--- src/rtl/id_exe_stage_reg.sv ---
// ID/EXE pipeline register for the ARM core.
// Registers the decoded instruction, its operands and the current NZCV flags.
// The control fields are cleared for condition-failed instructions, hazard
// bubbles and empty ID slots, and every field is cleared on a branch flush.
// A saturating counter tracks how many instructions were annulled by their
// condition code.
module id_exe_stage_reg #(
    parameter int CNT_W = 16
) (
    input  logic             clk,
    input  logic             rst,
    input  logic             freeze,
    input  logic             flush,
    input  logic             hazard,
    input  logic             cond_check,
    input  logic             valid_in,
    input  logic             wb_en_in,
    input  logic             mem_r_en_in,
    input  logic             mem_w_en_in,
    input  logic             b_in,
    input  logic             s_in,
    input  logic [3:0]       exe_cmd_in,
    input  logic             imm_in,
    input  logic [31:0]      pc_in,
    input  logic [31:0]      val_rn_in,
    input  logic [31:0]      val_rm_in,
    input  logic [11:0]      shift_operand_in,
    input  logic [23:0]      signed_imm_24_in,
    input  logic [3:0]       dest_in,
    input  logic [3:0]       src1_in,
    input  logic [3:0]       src2_in,
    input  logic [3:0]       sr_in,
    output logic             valid_out,
    output logic             wb_en_out,
    output logic             mem_r_en_out,
    output logic             mem_w_en_out,
    output logic             b_out,
    output logic             s_out,
    output logic             imm_out,
    output logic [3:0]       exe_cmd_out,
    output logic [31:0]      pc_out,
    output logic [31:0]      val_rn_out,
    output logic [31:0]      val_rm_out,
    output logic [11:0]      shift_operand_out,
    output logic [23:0]      signed_imm_24_out,
    output logic [3:0]       dest_out,
    output logic [3:0]       src1_out,
    output logic [3:0]       src2_out,
    output logic [3:0]       sr_out,
    output logic [CNT_W-1:0] squash_count
);

    // The control group is dropped when the slot is empty, when the hazard
    // unit needs a bubble, or when the condition failed. Data still loads in
    // this case so the register indices stay visible for debug.
    logic bubble;
    // Only a real instruction whose condition failed is counted. A hazard
    // stall re-presents the instruction later, so it is counted at that point.
    logic squash_hit;
    logic cnt_sat;

    assign bubble     = hazard | ~valid_in | cond_check;
    assign squash_hit = ~hazard & valid_in & cond_check;
    assign cnt_sat    = &squash_count;

    // Apply the per-edge actions in priority order: reset, freeze, flush,
    // bubble, then a normal load.
    always_ff @(posedge clk or posedge rst) begin
        if (rst) begin
            valid_out         <= 1'b0;
            wb_en_out         <= 1'b0;
            mem_r_en_out      <= 1'b0;
            mem_w_en_out      <= 1'b0;
            b_out             <= 1'b0;
            s_out             <= 1'b0;
            exe_cmd_out       <= '0;
            imm_out           <= 1'b0;
            pc_out            <= '0;
            val_rn_out        <= '0;
            val_rm_out        <= '0;
            shift_operand_out <= '0;
            signed_imm_24_out <= '0;
            dest_out          <= '0;
            src1_out          <= '0;
            src2_out          <= '0;
            sr_out            <= '0;
            squash_count      <= '0;
        end else if (!freeze) begin
            if (flush) begin
                valid_out         <= 1'b0;
                wb_en_out         <= 1'b0;
                mem_r_en_out      <= 1'b0;
                mem_w_en_out      <= 1'b0;
                b_out             <= 1'b0;
                s_out             <= 1'b0;
                exe_cmd_out       <= '0;
                imm_out           <= 1'b0;
                pc_out            <= '0;
                val_rn_out        <= '0;
                val_rm_out        <= '0;
                shift_operand_out <= '0;
                signed_imm_24_out <= '0;
                dest_out          <= '0;
                src1_out          <= '0;
                src2_out          <= '0;
                sr_out            <= '0;
            end else begin
                imm_out           <= imm_in;
                pc_out            <= pc_in;
                val_rn_out        <= val_rn_in;
                val_rm_out        <= val_rm_in;
                shift_operand_out <= shift_operand_in;
                signed_imm_24_out <= signed_imm_24_in;
                dest_out          <= dest_in;
                src1_out          <= src1_in;
                src2_out          <= src2_in;
                sr_out            <= sr_in;
                if (bubble) begin
                    valid_out    <= 1'b0;
                    wb_en_out    <= 1'b0;
                    mem_r_en_out <= 1'b0;
                    mem_w_en_out <= 1'b0;
                    b_out        <= 1'b0;
                    s_out        <= 1'b0;
                    exe_cmd_out  <= '0;
                end else begin
                    valid_out    <= 1'b1;
                    wb_en_out    <= wb_en_in;
                    mem_r_en_out <= mem_r_en_in;
                    mem_w_en_out <= mem_w_en_in;
                    b_out        <= b_in;
                    s_out        <= s_in;
                    exe_cmd_out  <= exe_cmd_in;
                end
                if (squash_hit && !cnt_sat)
                    squash_count <= squash_count + 1'b1;
            end
        end
    end

endmodule

--- config.mk ---
export PLATFORM = sky130hd
export DESIGN_NAME = id_exe_stage_reg
export DESIGN_NICKNAME = d
export VERILOG_FILES = /design/src/rtl/id_exe_stage_reg.sv
export SDC_FILE = /design/constraint.sdc
export NUM_CORES = 1
export LEC_CHECK = 0
export CORE_MARGIN = 2
export CORE_UTILIZATION = 27
export CTS_CLUSTER_DIAMETER = 50
export DETAILED_ROUTE_END_ITERATION = 12
export GPL_ROUTABILITY_DRIVEN = 0
export GPL_TIMING_DRIVEN = 0
export PLACE_DENSITY = 0.66
export SETUP_SLACK_MARGIN = 0.5
export SLEW_MARGIN = 20
export SYNTH_ARGS = -nofsm -noshare
export SYNTH_HDL_FRONTEND = slang
export SYNTH_SLANG_ARGS = --single-unit
--- constraint.sdc ---
create_clock -name clk -period 8.35 [get_ports clk]
set_input_delay 1.67 -clock clk [delete_from_list [all_inputs] [get_ports clk]]
set_output_delay 1.67 -clock clk [all_outputs]
set_load 0.01 [all_outputs]
==> metrics, run 1 <==
cell count of the worst reg-to-reg path 5; DR vias/cell 4.61; placeable core area 23,300 µm²; Worst R2R Setup Slack 6.46 ns; top fanout value on the critical path 10; final hold vios 0; source-to-sink clock delay at the later pin of the worst-skew pair 0.41 ns; Avg Cell Area, Syn 14.8 µm²; layout overhead on the synthesized area 68.7%; utilization of the core after routing 46.1%; Synth Flop Type sky130_fd_sc_hd__dfrtp_1; combinational cell fraction of total power 17.6%; Max Clock Freq 298 MHz; number of antenna violations at the first check in global routing 0; cell leakage power 4.75 nW; via count of the first global-routing pass 5,286; port bufs 338; worst path required time 8.70 ns; portion of the clock cycle consumed by the worst path in the final layout 40.2%; kind of launch point of the worst setup path input pin; portion of synthesized cell area occupied by the leading cell type 68.8%; # clock sinks 175; area of the mapped netlist 6370 µm²; worst setup slack after placement 4.44 ns; number of cells on the worst hold path 1; count of non-filler cells in the finished layout 1,119; detail-routed net length per standard cell 18.2 µm; antenna-violating nets left 0; via count 5,158; Yosys warning count 0; library cell occupying the most area in the post-synthesis netlist sky130_fd_sc_hd__dfrtp_1; Area after DPL 10,200 µm²; DRC marker count from the first detailed-route iteration 170; total routed wirelength 20,400 µm; maximum clock insertion buffer count 2; number of primary I/O pins 340; placed insts 1,088; final-layout setup total negative slack 0 ns; startpoint of the most critical register-to-register path squash_count[0]; worst setup margin 4.99 ns; final hold slack 0.484 ns; maximum clock skew at final layout 0.00647 ns; total of max-cap violations 0; DIE WIDTH 158 µm; placed wire-length estimate 15,100 µm; synthesis-stage register bit count 175; kind of end point of the critical path register; internal portion of total power 1.56 mW; proportion of total power due to net switching 25.7%; Max IR drop VDD 0.128 mV; effective utilization at floorplan 27.3%; post-layout net count 954; fraction of final layout cells sized beyond drive strength 1 6.38%; sequential element share of the synthesized area 68.8%; largest net degree at the start of global routing 95; Gates resized, CTS repair 0; kind of critical path input pin to register; ys async rst share 100%; number of cell rows 56; Post-synth EDFFs 0; GRT Residual Overflow 0; Crit path arrival time 3.71 ns; worst min-delay path startpoint valid_out; total design power 2.10 mW; total inserted antenna cells 0; number of levels the H-tree was split into 4; root buffer selected by CTS sky130_fd_sc_hd__clkbuf_16; first-pass GRT wire length 30,200 µm; distinct cell type count of the synthesized netlist 28; Flop pwr share 45.5%; number of buffers inserted by post-CTS setup repair 0; Die ar. 24,800 µm²; Cell Pwr Density 195 nW/µm²; run status complete, no violations; total global routing track utilization 15.8%; Hold Path Class register to register; setup violation total in the final timing report 0; cts bufs inserted 17; setup repair after global routing missed its margin false; height of the die 158 µm; TritonCTS clock tree done; DRC 0; drt first pass iters 4; commonest non-fill, non-tap cell in the layout sky130_fd_sc_hd__clkdlybuf4s50_1; top library cells by usage in the layout, fill and taps aside sky130_fd_sc_hd__clkdlybuf4s50_1 (338), sky130_fd_sc_hd__dfrtp_1 (175), sky130_fd_sc_hd__a22o_1 (158); Sw Pwr 540 µW; number of nets produced by synthesis 596; Slew headroom 45.0%; clock slew seen by the registers of the worst setup and hold paths 0.07 ns; Final Instance Area 10,700 µm²; dominant cells by area after synthesis sky130_fd_sc_hd__dfrtp_1 (69%), sky130_fd_sc_hd__a22o_1 (22%), sky130_fd_sc_hd__xor2_1 (1.7%), sky130_fd_sc_hd__clkbuf_1 (1.3%), sky130_fd_sc_hd__buf_2 (0.94%); terminating pin of the worst hold path valid_out; transition time at the pin with the least slew margin 0.825 ns; Post-CTS Hold Buffers 0; Max Transition Viols Final 0; capture point of the worst reg-to-reg path squash_count[1]; count of mapped cells out of synthesis 430; final critical-path required period 3.36 ns; fraction of power consumed by the clock network 36.9%
[sequential cells by signal, indices dropped and copies added, names as in the netlist, 4 cells and up]
register and count:
dest_out 4, exe_cmd_out 4, src2_out 4, sr_out 4
val_rm_out 32, src1_out 4, signed_imm_24_out 24, shift_operand_out 12
pc_out 32, val_rn_out 32, squash_count 16
[metal layers]
| layer | share of wire [%] | wire length (µm) | global-route usage [%] |
|---|---|---|---|
| met2 | 49 | 10000 | 26.6 |
| met4 | 1.0 | 206 | 3.85 |
| met5 | 0 | 0 | 0 |
| met1 | 43 | 8690 | 19.7 |
| met3 | 7.2 | 1460 | 5.09 |
[critical path, cell delays in order]
cell and delay (ns):
sky130_fd_sc_hd__clkdlybuf4s50_1 0.48, sky130_fd_sc_hd__nor2_1 0.40, sky130_fd_sc_hd__clkbuf_1 0.53, sky130_fd_sc_hd__clkbuf_1 0.43
sky130_fd_sc_hd__a22o_1 0.20
[cell usage after synthesis, types with 3 or more instances]
cell                       count
sky130_fd_sc_hd__xor2_1       12
sky130_fd_sc_hd__a22o_1      158
sky130_fd_sc_hd__nand4_1       6
sky130_fd_sc_hd__dfrtp_1     175
sky130_fd_sc_hd__nand2_1       5
sky130_fd_sc_hd__nor4_1        3
sky130_fd_sc_hd__nand3_1       3
sky130_fd_sc_hd__clkbuf_1     22
sky130_fd_sc_hd__nor3_1        8
sky130_fd_sc_hd__and3_1        3
sky130_fd_sc_hd__buf_2        12
[area by class of cell]
type                    count  area [µm²]
well taps                 319         399
multi-input cells         218        1840
repair buffers            339        3410
flip-flops and latches    175        4380
clock buffers              19         433
clock inverters            12         126
inverters                   2        15.0
plain buffers              35         146
fillers                  2140       12600
[logic make-up after synthesis]
group                    count (synthesis)  synth area share [%]
adder cells (fa/ha/maj)                  1                 0.196
XOR/XNOR                                12                  1.65
AO/OA/AOI/OAI                          164                  22.3
buffers and inverters                   37                  2.42
AND/OR/NAND/NOR                         40                  4.46
multiplexers                             1                 0.236
flip-flops                             175                  68.8
[power groups by stage]
stage               registers [mW]  logic (mW)  clock network [mW]
floorplan                    0.995      0.0974                   0
global placement             0.968       0.369                   0
detailed placement           0.969       0.374                   0
CTS                          0.954       0.376               0.798
global route                 0.961       0.396               0.835
finish                       0.954       0.369               0.775
[how the worst max path moves through the flow]
| stage | from | end | cells after the start |
|---|---|---|---|
| after floorplan | rst | b_out | 1 |
| after global placement | rst | pc_out[11] | 2 |
| final | flush | val_rm_out[14] | 5 |
| after detailed placement | flush | val_rm_out[15] | 5 |
| after global routing | flush | val_rm_out[14] | 5 |
| after CTS | flush | val_rm_out[15] | 5 |
Note: power is estimated with default switching activity, not from simulation.
==> run 2: changes to the inputs <==
==> constraint.sdc (replaced) <==
create_clock -name clk -period 3.33 [get_ports clk]
set_input_delay 0.666 -clock clk [delete_from_list [all_inputs] [get_ports clk]]
set_output_delay 0.666 -clock clk [all_outputs]
set_load 0.01 [all_outputs]
==> metrics, run 2 (synthesis results as in run 1) <==
Hold Path Class register to register; DIE WIDTH 158 µm (unchanged); cell family with the largest share of critical-path delay buffers and inverters; root buffer selected by CTS sky130_fd_sc_hd__clkbuf_16; Max IR drop VDD 0.258 mV (+100%); first-pass GRT wire length 30,800 µm (+2.0%); proportion of total power due to net switching 25.6% (-0.13 points); Flop pwr share 44.6% (-0.9 points); sequence of cells on the critical path clkdlybuf4s50_1 -> nor2_1 -> clkbuf_1 -> clkbuf_1 -> a22o_1; total inserted antenna cells 0 (unchanged); DRC 0 (unchanged); worst path required time 3.68 ns (-5.02 ns); cell leakage power 4.80 nW (+0.92%); Crit path arrival time 2.75 ns (-0.96 ns); source-to-sink clock delay at the later pin of the worst-skew pair 0.42 ns (about the same); number of filler instances in the final layout 2,137 (-0.14%); registers with the most flip-flops pc_out x32, val_rm_out x32, val_rn_out x32; DRC marker count from the first detailed-route iteration 205 (+21%); setup repair after global routing missed its margin false; Setup crit end val_rm_out[18]; kind of critical path input pin to register; internal portion of total power 3.99 mW (+160%); kind of end point of the critical path register; top fanout value on the critical path 10 (unchanged); # clock sinks 175 (unchanged); DR vias/cell 4.61 (+0.11%); CP Launch Point flush; Slowest-stage cell, CP sky130_fd_sc_hd__clkbuf_1; transition time at the pin with the least slew margin 0.928 ns (+0.102 ns); top library cells by usage in the layout, fill and taps aside sky130_fd_sc_hd__clkdlybuf4s50_1 (338), sky130_fd_sc_hd__dfrtp_1 (175), sky130_fd_sc_hd__a22o_1 (158); via count of the first global-routing pass 5,357 (+1.3%); number of stages on the worst setup path 5 (unchanged); total design power 5.37 mW (+160%); portion of the clock cycle consumed by the worst path in the final layout 72.1%; Post-CTS Hold Buffers 0 (unchanged); Slew headroom 38.2% (-6.8 points); maximum clock insertion buffer count 2 (unchanged); Max Clock Freq 417 MHz; height of the die 158 µm (unchanged); clock slew seen by the registers of the worst setup and hold paths 0.07 ns (about the same); utilization of the core after routing 46.5% (+0.40 points); total routed wirelength 20,300 µm (-0.17%); run status complete, no violations; placed wire-length estimate 15,000 µm (-0.56%); cell count of the worst reg-to-reg path 5 (unchanged); number of buffers inserted by post-CTS setup repair 0 (unchanged); fraction of power consumed by the clock network 37.9% (+1.0 points); kind of launch point of the worst setup path input pin; final hold vios 0 (unchanged); Die ar. 24,800 µm² (unchanged); cts bufs inserted 17 (unchanged); number of levels the H-tree was split into 4 (unchanged); number of primary I/O pins 340 (unchanged); TritonCTS clock tree done; CP max stage delay 0.58 ns (+0.05 ns); Max Transition Viols Final 0 (unchanged); commonest non-fill, non-tap cell in the layout sky130_fd_sc_hd__clkdlybuf4s50_1; drt first pass iters 4 (unchanged); final critical-path required period 2.40 ns; fraction of final layout cells sized beyond drive strength 1 6.96% (+0.58 points); Crit path buffers/inverters 3 (unchanged); final hold slack 0.481 ns (-0.00261 ns); number of cell rows 56 (unchanged); Worst R2R Setup Slack 1.45 ns (-5.01 ns); Crit path top cell by count sky130_fd_sc_hd__clkbuf_1; combinational cell fraction of total power 17.5% (about the same); startpoint of the most critical register-to-register path squash_count[0]; placeable core area 23,300 µm² (unchanged); Gates resized, CTS repair 0 (unchanged); maximum clock skew at final layout 0.0106 ns (+0.00412 ns); final-layout setup total negative slack 0 ns (unchanged); layout overhead on the synthesized area 70.2%; port bufs 338 (unchanged); total global routing track utilization 16.2% (+0.39 points); capture point of the worst reg-to-reg path squash_count[1]; number of antenna violations at the first check in global routing 0 (unchanged); GRT Residual Overflow 0 (unchanged); Sw Pwr 1.37 mW (+150%); total of max-cap violations 0 (unchanged); detail-routed net length per standard cell 18.1 µm (-0.62%); post-layout net count 958 (+0.42%); Cell Pwr Density 495 nW/µm² (+150%); setup violation total in the final timing report 0 (unchanged); antenna-violating nets left 0 (unchanged); via count 5,187 (+0.56%); largest net degree at the start of global routing 34 (-64%); effective utilization at floorplan 27.3% (unchanged)
run 2: worst register-to-register path: cells and delay by family, from the launching register on:
family	cells	cell delay, ns
flops	1	0.42
simple gates	3	0.78
fa+ha+maj	1	0.26
mux	1	0.32
run 2: layer usage:
metal	part of all wire [%]	up-vias	wire (µm)	GRT usage, %
met4	1.1	0	230	4.16
met3	8.1	15	1660	5.58
li1	-	2387	-	-
met2	48	218	9830	26.7
met1	42	2567	8610	20.4
met5	0	-	0	0
run 2: how the worst min path moves through the flow:
stage / start / end / slack [ns] / cells past startpoint
final: valid_out / valid_out / 0.48 / 1
after global routing: pc_out[10] / pc_out[10] / 0.52 / 1
after CTS: valid_out / valid_out / 0.48 / 1
after detailed placement: valid_out / valid_out / 0.47 / 1
after global placement: valid_out / valid_out / 0.46 / 1
after floorplan: valid_out / valid_out / 0.52 / 1
run 2: power by group through the flow:
stage	Sequential [mW]	Combinational, mW	Clock, mW
finish	2.39	0.938	2.04
global route	2.41	1.01	2.20
CTS	2.39	0.953	2.10
detailed placement	2.43	0.949	0
global placement	2.43	0.927	0
floorplan	2.50	0.245	0
run 2: area by class of cell:
cell class / count / area, µm² / share of cell area, %
Clock inverter: 13 / 151 / 1.40
Buffer: 35 / 146 / 1.35
Timing Repair Buffer: 343 / 3480 / 32.1
Tap cell: 319 / 399 / 3.68
Inverter: 2 / 11.3 / 0.104
Clock buffer: 19 / 433 / 3.99
Sequential cell: 175 / 4380 / 40.4
Multi-Input combinational cell: 218 / 1840 / 16.9
run 2: per-stage QoR:
step	instances	cell area, µm²	setup WS, ns
floorplan	430	6370	0.425
global placement	1087	10200	-1.08
finish	1124	10800	0.930
global route	1124	10800	0.696
CTS	1124	10800	0.815
detailed placement	1092	10300	0.361
==> run 3: changes to the inputs <==
==> constraint.sdc (replaced) <==
create_clock -name clk -period 2.25 [get_ports clk]
set_input_delay 0.45 -clock clk [delete_from_list [all_inputs] [get_ports clk]]
set_output_delay 0.45 -clock clk [all_outputs]
set_load 0.01 [all_outputs]
==> metrics, run 3 (synthesis results as in run 1) <==
DRC 0 (unchanged); placeable core area 23,300 µm² (unchanged); routed length on met1 8680 µm (+0.78%); cell family with the largest share of critical-path delay simple AND/OR/NAND/NOR gates; transition time at the pin with the least slew margin 0.624 ns (-0.303 ns); GRT Residual Overflow 0 (unchanged); count of non-filler cells in the finished layout 1,130 (+0.53%); kind of end point of the critical path register; number of filler instances in the final layout 2,226 (+4.2%); CP max stage delay 0.44 ns (-0.14 ns); Slowest-stage cell, CP sky130_fd_sc_hd__clkdlybuf4s50_1; antenna-violating nets left 0 (unchanged); worst setup slack after placement -0.503 ns (-0.864 ns); Cell Pwr Density 727 nW/µm² (+47%); kind of critical path input pin to register; top routing layer used met4; Slew headroom 58.3% (+20 points); kind of launch point of the worst setup path input pin; maximum clock insertion buffer count 2 (unchanged); height of the die 158 µm (unchanged); DRC marker count from the first detailed-route iteration 217 (+5.9%); final hold vios 0 (unchanged); run status complete, no violations; sequence of cells on the critical path clkdlybuf4s50_1 -> nor4b_4 -> nand2_2 -> nor2_2 -> mux2_4; CP Launch Point hazard; worst setup margin 0.594 ns (-0.336 ns); layout overhead on the synthesized area 67.8%; via count 5,223 (+0.69%); fraction of power consumed by the clock network 38.8% (+0.9 points); detail-routed net length per standard cell 18.1 µm (-0.11%); root buffer selected by CTS sky130_fd_sc_hd__clkbuf_16; number of levels the H-tree was split into 4 (unchanged); internal portion of total power 5.74 mW (+44%); maximum clock skew at final layout 0.0135 ns (+0.00293 ns); # clock sinks 175 (unchanged); length of routed met3 wiring 1660 µm (+0.48%); combinational cell fraction of total power 15.8% (-1.7 points); clock slew seen by the registers of the worst setup and hold paths 0.07 ns (about the same); fraction of final layout cells sized beyond drive strength 1 9.12% (+2.2 points); TritonCTS clock tree done; first-pass GRT wire length 30,800 µm (unchanged); startpoint of the most critical register-to-register path squash_count[0]; cell leakage power 5.43 nW (+13%); total inserted antenna cells 0 (unchanged); total global routing track utilization 16.2% (about the same); Crit path buffers/inverters 1 (-2); worst path required time 2.56 ns (-1.12 ns); total of max-cap violations 0 (unchanged); DR vias/cell 4.62 (+0.16%); placed wire-length estimate 15,000 µm (unchanged); Hold Path Class input pin to asynchronous set/reset pin; cts bufs inserted 17 (unchanged); portion of the clock cycle consumed by the worst path in the final layout 73.6%; final critical-path required period 1.66 ns; Max Clock Freq 604 MHz; top library cells by usage in the layout, fill and taps aside sky130_fd_sc_hd__dlygate4sd2_1 (175), sky130_fd_sc_hd__dfrtp_1 (169), sky130_fd_sc_hd__clkdlybuf4s50_1 (163); post-layout net count 964 (+0.63%); number of antenna violations at the first check in global routing 0 (unchanged); via count of the first global-routing pass 5,366 (+0.17%); commonest non-fill, non-tap cell in the layout sky130_fd_sc_hd__dlygate4sd2_1; Max Transition Viols Final 0 (unchanged); setup repair after global routing missed its margin true; proportion of total power due to net switching 26.0% (+0.44 points); total routed wirelength 20,400 µm (+0.42%); DR WL met2 9810 µm (-0.19%); Die ar. 24,800 µm² (unchanged); Flop pwr share 45.5% (+0.9 points); number of cell rows 56 (unchanged); source-to-sink clock delay at the later pin of the worst-skew pair 0.42 ns (about the same); Max IR drop VDD 0.386 mV (+49%); placed insts 1,092 (unchanged); total design power 7.77 mW (+45%); effective utilization at floorplan 27.3% (unchanged); largest net degree at the start of global routing 34 (unchanged); cell count of the worst reg-to-reg path 6 (+1); Worst R2R Setup Slack 0.60 ns (-0.85 ns); Sw Pwr 2.02 mW (+47%); port bufs 338 (unchanged); top fanout value on the critical path 8 (-2); number of primary I/O pins 340 (unchanged); drt first pass iters 4 (unchanged); capture point of the worst reg-to-reg path squash_count[9]; Post-CTS Hold Buffers 0 (unchanged); Crit path arrival time 1.97 ns (-0.78 ns); DIE WIDTH 158 µm (unchanged); registers with the most flip-flops pc_out x32, val_rm_out x32, val_rn_out x32; setup violation total in the final timing report 0 (unchanged)
-- run 3: final cells by class --
cell class                 instances  area, µm²  share of cell area (%)
sequential                       175       4390                    41.1
timing repair buffer             349       3310                    31.0
multi-input combinational        218       1840                    17.2
clock buffer                      19        433                    4.05
tap                              319        399                    3.74
buffer                            35        154                    1.44
clock inverter                    13        151                    1.42
inverter                           2       11.3                   0.105
-- run 3: worst max-delay path by stage --
| stage | to | slack, ns | cells past startpoint |
|---|---|---|---|
| floorplan | b_out | -0.44 | 1 |
| global placement | b_out | -1.95 | 2 |
| detailed placement | val_rm_out[15] | -0.50 | 5 |
| CTS | squash_count[9] | 0.51 | 6 |
| global route | squash_count[5] | 0.49 | 6 |
| finish | squash_count[1] | 0.59 | 5 |
-- run 3: metrics by stage --
stage	hold slack, ns	util [%]	TNS, ns	instance area [µm²]
2_1_floorplan	0.521	-	-76.76	6370
3_3_place_gp	0.463	43.5	-374.47	10200
3_5_place_dp	0.468	44.0	-38.07	10300
4_1_cts	0.449	45.8	0	10700
5_1_grt	0.473	45.8	0	10700
6_report	0.448	45.8	0	10700
-- run 3: metal layers --
metal	global-route usage, %	vias up
met5	0	-
met2	26.9	221
li1	-	2403
met1	20.2	2582
met4	4.33	0
met3	5.47	17
-- run 3: timing repair --
item	4_1_cts	5_1_grt
gates resized for setup	187	1
endpoints found under the setup margin	314	9
pin swaps	1	2
buffers inserted	5	1
-- run 3: power groups by stage --
| stage | sequential [mW] | clock [mW] | combinational [mW] |
|---|---|---|---|
| after detailed placement | 3.59 | 0 | 1.40 |
| after global placement | 3.59 | 0 | 1.37 |
| after global routing | 3.56 | 3.25 | 1.32 |
| final | 3.53 | 3.01 | 1.22 |
| after CTS | 3.53 | 3.10 | 1.24 |
| after floorplan | 3.69 | 0 | 0.362 |
